===== config.mk =====
export PLATFORM = sky130hd
export DESIGN_NAME = univ_shift_reg_param_flat
export DESIGN_NICKNAME = d
export VERILOG_FILES = /design/src/rtl/univ_shift_reg_param_if.sv /design/src/rtl/univ_shift_reg_param.sv /design/src/flat_wrapper.sv
export SDC_FILE = /design/constraint.sdc
export NUM_CORES = 1
export LEC_CHECK = 0
export ABC_CLOCK_PERIOD_IN_PS = 3600
export CORE_MARGIN = 2
export CORE_UTILIZATION = 53
export DETAILED_ROUTE_END_ITERATION = 6
export GPL_ROUTABILITY_DRIVEN = 0
export PLACE_DENSITY_LB_ADDON = 0.05
export SETUP_SLACK_MARGIN = 0.2
export SKIP_LAST_GASP = 1
export SYNTH_ARGS = -nofsm -noshare
export SYNTH_HDL_FRONTEND = slang
export SYNTH_SLANG_ARGS = --single-unit

===== constraint.sdc =====
create_clock -name clk -period 3.6 [get_ports clk]
set_input_delay 0.36 -clock clk [delete_from_list [all_inputs] [get_ports clk]]
set_output_delay 0.36 -clock clk [all_outputs]
set_load 0.005 [all_outputs]

===== src/rtl/univ_shift_reg_param_if.sv =====
// univ_shift_reg_param_if: request/status bundle for the universal shift register
interface univ_shift_reg_param_if #(
    parameter int WIDTH = 8,
    parameter int AMT_W = 3
);
    logic             start;
    logic [2:0]       mode;
    logic [AMT_W-1:0] amt;
    logic             sin;
    logic [WIDTH-1:0] data;
    logic [WIDTH-1:0] dout;
    logic             sout;
    logic             busy;
    logic             done;
    modport master (output start, mode, amt, sin, data, input dout, sout, busy, done);
    modport slave (input start, mode, amt, sin, data, output dout, sout, busy, done);
endinterface


===== src/rtl/univ_shift_reg_param.sv =====
// univ_shift_reg_param: width-parametrised universal shift register, one shift step per clock
module univ_shift_reg_param #(
    parameter int WIDTH = 8,
    parameter int AMT_W = 3
) (
    input  logic                  clk,
    input  logic                  rst,
    univ_shift_reg_param_if.slave bus
);
    typedef enum logic {IDLE, SHIFT} state_t;
    typedef enum logic [2:0] {NOP, LOAD, SRL, SLL, ROR, ROL, ASR, CLR} mode_t;
    state_t           state;
    mode_t            mode_q;
    mode_t            cur_mode;
    logic [AMT_W-1:0] cnt;
    logic [WIDTH-1:0] dout_q;
    logic [WIDTH-1:0] nxt;
    logic             nxt_out;
    logic             sout_q;
    logic             busy_q;
    logic             done_q;
    logic             is_shift;
    // while idle the incoming mode drives the first step, afterwards the latched one
    always_comb begin
        cur_mode = state == SHIFT ? mode_q : mode_t'(bus.mode);
        is_shift = cur_mode inside {SRL, SLL, ROR, ROL, ASR};
        nxt_out  = (cur_mode == SLL || cur_mode == ROL) ? dout_q[WIDTH-1] : dout_q[0];
        nxt      = cur_mode == SRL ? {bus.sin, dout_q[WIDTH-1:1]} :
                   cur_mode == SLL ? {dout_q[WIDTH-2:0], bus.sin} :
                   cur_mode == ROR ? {dout_q[0], dout_q[WIDTH-1:1]} :
                   cur_mode == ROL ? {dout_q[WIDTH-2:0], dout_q[WIDTH-1]} :
                   cur_mode == ASR ? {dout_q[WIDTH-1], dout_q[WIDTH-1:1]} : dout_q;
    end
    always_ff @(posedge clk) begin
        if (rst) begin
            state  <= IDLE;
            mode_q <= NOP;
            cnt    <= '0;
            dout_q <= '0;
            sout_q <= 1'b0;
            busy_q <= 1'b0;
            done_q <= 1'b0;
        end else begin
            done_q <= 1'b0;
            if (state == IDLE) begin
                if (bus.start) begin
                    mode_q <= cur_mode;
                    if (cur_mode == LOAD)
                        dout_q <= bus.data;
                    else if (cur_mode == CLR)
                        dout_q <= '0;
                    else if (is_shift && bus.amt != '0) begin
                        dout_q <= nxt;
                        sout_q <= nxt_out;
                    end
                    if (is_shift && bus.amt > AMT_W'(1)) begin
                        state  <= SHIFT;
                        busy_q <= 1'b1;
                        cnt    <= bus.amt - 1'b1;
                    end else
                        done_q <= 1'b1;
                end
            end else begin
                dout_q <= nxt;
                sout_q <= nxt_out;
                cnt    <= cnt - 1'b1;
                if (cnt == AMT_W'(1)) begin
                    state  <= IDLE;
                    busy_q <= 1'b0;
                    done_q <= 1'b1;
                end
            end
        end
    end
    assign bus.dout = dout_q;
    assign bus.sout = sout_q;
    assign bus.busy = busy_q;
    assign bus.done = done_q;
endmodule

===== src/flat_wrapper.sv =====
// flat-port wrapper written by rule: the top's interface ports become plain ports
module univ_shift_reg_param_flat 
#(
    parameter int WIDTH = 8,
    parameter int AMT_W = 3
)
  (clk, rst, bus_start, bus_mode, bus_amt, bus_sin, bus_data, bus_dout, bus_sout, bus_busy, bus_done);
  univ_shift_reg_param_if #(.WIDTH(WIDTH), .AMT_W(AMT_W)) bus_i ();
  input  logic clk;
  input  logic rst;
  input wire logic [$bits(bus_i.start)-1:0] bus_start;
  input wire logic [$bits(bus_i.mode)-1:0] bus_mode;
  input wire logic [$bits(bus_i.amt)-1:0] bus_amt;
  input wire logic [$bits(bus_i.sin)-1:0] bus_sin;
  input wire logic [$bits(bus_i.data)-1:0] bus_data;
  output wire logic [$bits(bus_i.dout)-1:0] bus_dout;
  output wire logic [$bits(bus_i.sout)-1:0] bus_sout;
  output wire logic [$bits(bus_i.busy)-1:0] bus_busy;
  output wire logic [$bits(bus_i.done)-1:0] bus_done;
  assign bus_i.start = bus_start;
  assign bus_i.mode = bus_mode;
  assign bus_i.amt = bus_amt;
  assign bus_i.sin = bus_sin;
  assign bus_i.data = bus_data;
  assign bus_dout = bus_i.dout;
  assign bus_sout = bus_i.sout;
  assign bus_busy = bus_i.busy;
  assign bus_done = bus_i.done;
  univ_shift_reg_param #(.WIDTH(WIDTH), .AMT_W(AMT_W)) u_core (.clk(clk), .rst(rst), .bus(bus_i));
endmodule

==> reports/results.ini, run 1 <==
[run_status]
status=completed

[grt]
grt_pass1_wl_um=5200
antenna_found_initial=0
grt_pass1_vias=1150
grt_use_total_pct=25.2
grt_max_degree=27
grt_overflow=0

[synthesis]
synth-seq-cells=18
synth_compound_area_share_pct=28.6
synth_seq_area_share_pct=28.1
synth_nets=175
synth_edf_count=0
yosys.area_share.simple_pct=20.2
syn_area_per_cell_um2=8.43
synth_area_um2=1280
yosys.area_share.adder_pct=4.88
ys_async_sr_fraction_pct=0
synthCells=152
synth_top_family_by_area=compound AO/OA/AOI/OAI gates
synth.distinct_cells=42
synthXorXnorAreaFrac_pct=3.32
yosysWarnings=0
ys.flop_type=dfxtp_1
synthMuxAreaShare_pct=9.08

[routing]
drt_pass1_iterations=4
wirelength_um=3030
postRouteAntennaNets=0
viasPerCell=6.15
num_vias=1255
drc_errors=0
drt-wirelength-per-cell_um=14.9
drt_iter0_markers=29

[cells_and_area]
synthToLayoutAreaGrowth_pct=23.7
final_cell_mix=28 x clkdlybuf4s50_1, 19 x nor2_1, 18 x dfxtp_1
n_antenna_cell=0
fill_cells=214
nets=200
fin_util_pct=70.3
drive_gt1_share_pct=12.5
layout_commonest_cell=clkdlybuf4s50_1

[worst_setup_path]
crit_slowest_cell=dfxtp_1
end_kind=flop
cp-start-kind=flop
worstPathArrival_ns=2.58
worstPathMaxFanout=26
cp_common_cell=a211oi_1
worstSetupPathType=flop to flop
required_ns=3.81
slowest_delay_ns=0.94
path_cells=mux2i_1 > nor3_1 > nor4b_2 > a211oi_1 > a211oi_1

[power_and_ir_drop]
p_sw_share_pct=33.2
p_clk_share_pct=20.9
power_switching_mw=0.202
p_comb_share_pct=36.4
powerDensity_nw_per_um2=384
p_int_mw=0.407
vdd_ir_drop_max_uv=285
seq_power_share_pct=42.6
p_leak_nw=0.597

[place]
hpwlAfterDp_um=2290
place_ws_ns=1.22
io_buffers=28

[clocking]
cts_buffer_depth=2
clk_latency_ns=0.30
ctsRootBufferMaster=clkbuf_4
clkTransAtPathRegs_ns=0.11
htreeDepth=1
hold_buffers=0
cts_tree=done
numCtsBuffers=3
post-cts-setup-buffers=0
clock-sinks=18
cts_resized=0

[timing]
min_period_ns=2.37
fin_worst_skew_ns=0.00147
relSlewSlack_pct=38.7
worst_slew_pin_slew_ns=0.918
fmax_mhz=422
fin_ws_ns=1.23
slew_viol_final=0
final.setup.tns_ns=0
post-route-period-util_pct=65.9
setup_viol=0
rsz0062_at_grt=no
hold_viol_final=0

[worst_hold_path]
hp-class=flop to flop

[floorplan]
dieHeight_um=53.2
start_util_pct=56.8
fp-row-count=17
pin_count=29
fp.coreArea_um2=2250
dieArea_um2=2830
die_x_um=53.2

[job]
drv_cap=0

-- critical path, delay by kind of cell, from the launching register on --
family	cells	cell delay, ns
AO/OA/AOI/OAI	2	0.39
flip-flops	1	0.94
multiplexers	1	0.34
AND/OR/NAND/NOR	2	0.61
-- synthesized netlist by cell type, types with 3 or more instances --
cell | instances | area, um2
nor2_1 | 19 | 71.3
dfxtp_1 | 18 | 360
a21oi_1 | 12 | 60.1
a211oi_1 | 10 | 75.1
nand2_1 | 9 | 33.8
o21ai_0 | 8 | 40.0
inv_1 | 7 | 26.3
mux2i_1 | 6 | 60.1
ha_1 | 5 | 62.6
mux2_2 | 5 | 56.3
nand2b_1 | 5 | 31.3
o221a_2 | 5 | 56.3
clkbuf_1 | 4 | 15.0
nor2b_1 | 4 | 25.0
nor3_1 | 3 | 15.0
-- per-stage QoR --
step | hold slack [ns] | area, um2 | total power, mW | instances
2_1_floorplan | 0.452 | 1280 | 0.405 | 152
3_3_place_gp | 0.462 | 1550 | 0.477 | 200
6_report | 0.474 | 1590 | 0.609 | 204
5_1_grt | 0.497 | 1590 | 0.656 | 204
3_5_place_dp | 0.468 | 1550 | 0.486 | 200
4_1_cts | 0.484 | 1590 | 0.614 | 204
-- power by group through the flow --
stage	clock network [mW]	logic, mW	registers [mW]
after floorplan	0	0.155	0.250
after global placement	0	0.215	0.262
after detailed placement	0	0.222	0.264
after CTS	0.132	0.223	0.259
after global routing	0.144	0.247	0.265
final	0.128	0.222	0.260
-- cell families (layout without fill, tap and decap cells) --
| kind of cell | after synthesis | count (layout) |
|---|---|---|
| AOI/OAI and AO/OA | 49 | 49 |
| adders and majority gates | 5 | 5 |
| buffers and inverters | 15 | 39 |
| muxes | 11 | 11 |
| and+or+nand+nor | 50 | 50 |
| DFF | 18 | 18 |
| xor gates and xnor gates | 4 | 4 |
-- final timing paths --
path / to / start / cells after the start / slack [ns]
worst max-delay path: u_core.cnt[0] / u_core.state / 5 / 1.23
worst max register to register: u_core.cnt[0] / u_core.state / 5 / 1.23
worst min-delay path: u_core.bus.busy / u_core.bus.busy / 2 / 0.47
worst min register to register: u_core.bus.busy / u_core.bus.busy / 2 / 0.47
-- state kept, by name, indices dropped and copies added (netlist names) --
register	cells
u_core.mode_q	3
u_core.bus.sout	1
u_core.bus.busy	1
u_core.cnt	3
u_core.bus.done	1
u_core.state	1
u_core.bus.dout	8
-- cell type report --
type | instances | area (um2) | share of cell area (%)
inverters | 7 | 26.3 | 1.66
clock buffers | 4 | 36.3 | 2.29
flip-flops and latches | 18 | 360 | 22.7
multi-input cells | 119 | 847 | 53.4
well taps | 28 | 35.0 | 2.21
repair buffers | 28 | 280 | 17.7
-- layer usage --
layer	part of all wire (%)	wire (um)	up-vias	global-route usage (%)
met4	1.1	34	0	10.3
met2	48	1450	46	38.8
met1	46	1400	594	35.6
met5	0	0	-	0
met3	4.7	143	4	2.54
li1	-	-	611	-
No activity file was read; power rests on OpenSTA's default activity.
==> run 2: changes to the inputs <==
--- a/config.mk
+++ b/config.mk
@@ -5,9 +5,9 @@
 export SDC_FILE = /design/constraint.sdc
 export NUM_CORES = 1
 export LEC_CHECK = 0
-export ABC_CLOCK_PERIOD_IN_PS = 3600
+export ABC_CLOCK_PERIOD_IN_PS = 2500
 export CORE_MARGIN = 2
-export CORE_UTILIZATION = 53
+export CORE_UTILIZATION = 50
 export DETAILED_ROUTE_END_ITERATION = 6
 export GPL_ROUTABILITY_DRIVEN = 0
 export PLACE_DENSITY_LB_ADDON = 0.05
==> constraint.sdc (replaced) <==
create_clock -name clk -period 2.5 [get_ports clk]
set_input_delay 0.25 -clock clk [delete_from_list [all_inputs] [get_ports clk]]
set_output_delay 0.25 -clock clk [all_outputs]
set_load 0.005 [all_outputs]
==> run 2 against run 1 <==
Net effect: clock skew about the same; clock-buffer cell count down 1; routed wire length down 0.46%; sequential share of layout area down 0.10 points; critical path depth up 1; largest power group unchanged; highest routed layer unchanged; register-to-register slack worse by 0.59 ns.
==> reports/results.ini, run 2 (synthesized netlist as in run 1, its figures left out) <==
[cells_and_area]
layout_commonest_cell=clkdlybuf4s50_1  ; unchanged
largest_reg_flops=8  ; unchanged
nets=203  ; was 200
synthToLayoutAreaGrowth_pct=24.7  ; was 23.7%
design_area_um2=1600  ; was 1590 um2
drive_gt1_share_pct=14.0  ; was 12.5%
final_cell_mix=28 x clkdlybuf4s50_1, 19 x nor2_1, 17 x dfxtp_1  ; was 28 x clkdlybuf4s50_1, 19 x nor2_1, 18 x dfxtp_1
n_antenna_cell=0  ; unchanged

[worst_setup_path]
crit_slowest_cell=clkdlybuf4s50_1  ; was dfxtp_1
r2r_slack_ns=0.64  ; was 1.23 ns
cp-start-kind=input port  ; was flop
critPathBufInv=1  ; was 0
worstPathMaxFanout=7  ; was 26
ff2ff_path_depth=5  ; unchanged
required_ns=2.71  ; was 3.81 ns
end_kind=flop  ; unchanged
worstPathArrival_ns=2.12  ; was 2.58 ns
slowest_delay_ns=0.66  ; was 0.94 ns
path_cells=clkdlybuf4s50_1 > mux2i_1 > nor3_1 > nor4b_2 > a21o_1 > a211oi_1  ; was mux2i_1 > nor3_1 > nor4b_2 > a211oi_1 > a211oi_1
reg2reg_to=u_core.cnt[2]  ; was u_core.cnt[0]
critPathTopFamily=buffers and inverters  ; was flip-flops
r2r-start=u_core.state  ; unchanged
worstSetupPathType=input port to flop  ; was flop to flop

[timing]
setup_viol=0  ; unchanged
fin_ws_ns=0.588  ; was 1.23 ns
post-route-period-util_pct=76.5
rsz0062_at_grt=no  ; unchanged
final.setup.tns_ns=0  ; unchanged
worst_slew_pin_slew_ns=0.556  ; was 0.918 ns
min_period_ns=1.91
fmax_mhz=523
fin_worst_skew_ns=0.00167  ; was 0.00147 ns
slew_viol_final=0  ; unchanged
relSlewSlack_pct=62.8  ; was 38.7%
hold_viol_final=0  ; unchanged

[routing]
wirelength_um=3020  ; was 3030 um
drt_pass1_iterations=4  ; unchanged
postRouteAntennaNets=0  ; unchanged
drc_errors=0  ; unchanged
drt_iter0_markers=18  ; was 29
viasPerCell=5.81  ; was 6.15
drt-wirelength-per-cell_um=14.5  ; was 14.9 um
num_vias=1209  ; was 1,255

[job]
drv_cap=0  ; unchanged

[clocking]
clkTransAtPathRegs_ns=0.10  ; was 0.11 ns
cts_buffer_depth=2  ; unchanged
ctsRootBufferMaster=clkbuf_4  ; unchanged
cts_tree=done  ; unchanged
clock-sinks=18  ; unchanged
post-cts-setup-buffers=0  ; unchanged
htreeDepth=1  ; unchanged
clk_latency_ns=0.29  ; was 0.30 ns
numCtsBuffers=3  ; unchanged

[grt]
antenna_found_initial=0  ; unchanged
grt_pass1_wl_um=4950  ; was 5200 um
grt_pass1_vias=1168  ; was 1,150
grt_use_total_pct=22.6  ; was 25.2%
grt_max_degree=15  ; was 27
grt_overflow=0  ; unchanged

[floorplan]
fp.coreArea_um2=2450  ; was 2250 um2
dieArea_um2=2980  ; was 2830 um2
fp-row-count=18  ; was 17
die_x_um=54.6  ; was 53.2 um
pin_count=29  ; unchanged
dieHeight_um=54.6  ; was 53.2 um
start_util_pct=52.2  ; was 56.8%

[worst_hold_path]
hold_depth=2  ; unchanged
hp-class=flop to flop  ; unchanged
hold_end=u_core.bus.busy  ; unchanged
hold_start=u_core.bus.busy  ; unchanged

[power_and_ir_drop]
powerDensity_nw_per_um2=527  ; was 384 nW/um2
p_leak_nw=0.605  ; was 0.597 nW
vdd_ir_drop_max_uv=365  ; was 285 uV

[place]
placed_area_um2=1570  ; was 1550 um2
hpwlAfterDp_um=2290  ; about the same
place_ws_ns=0.322  ; was 1.22 ns
io_buffers=28  ; unchanged

[run_status]
status=completed  ; unchanged

run 2: layout make-up:
class                   count  area [um2]
well taps                  30        37.5
inverters                   7        26.3
flip-flops and latches     18         362
multi-input cells         119         847
clock buffers               3        22.5
repair buffers             31         303
fillers                   235         857
run 2: timing repair:
action | in CTS | in global routing
endpoints found under the hold margin | 0 | 0
hold buffers | 0 | 0
resized for setup | 0 | 1
setup endpoints to repair | 0 | 1
run 2: where the power goes:
group          total (mW)  internal [mW]  switching, mW
logic               0.330          0.179          0.151
registers           0.367          0.324         0.0430
clock network       0.146         0.0559         0.0898
run 2: layer usage:
layer / part of all wire [%] / global-route usage (%) / routed length (um)
met1: 50 / 30.4 / 1500
met2: 46 / 37.1 / 1400
met3: 3.6 / 3.01 / 108
met4: 0.43 / 7.08 / 13
met5: 0 / 0 / 0
run 2: worst max-delay path by stage:
stage / start / endpoint / slack [ns] / cells after the start
2_1_floorplan: u_core.state / u_core.bus.dout[7] / 0.84 / 7
3_3_place_gp: bus_mode[1] / u_core.bus.dout[2] / 0.35 / 6
3_5_place_dp: bus_mode[1] / u_core.bus.dout[6] / 0.32 / 6
4_1_cts: u_core.state / u_core.cnt[1] / 0.45 / 5
5_1_grt: u_core.state / u_core.cnt[0] / 0.41 / 5
6_report: bus_mode[1] / u_core.cnt[0] / 0.59 / 6
run 2: worst register-to-register path, cell delays in order, from the launching register on:
cell      delay, ns
dfxtp_2        0.52
mux2i_1        0.27
nor3_1         0.14
or2_1          0.27
or3_1          0.39
a211oi_1       0.19
run 2: metrics by stage:
stage	hold slack, ns	power (mW)	utilization (%)	instances
2_1_floorplan	0.386	0.583	-	152
5_1_grt	0.495	0.898	65.1	208
3_3_place_gp	0.447	0.694	64.1	205
6_report	0.462	0.842	65.1	208
3_5_place_dp	0.449	0.702	64.1	205
4_1_cts	0.465	0.848	65.0	208
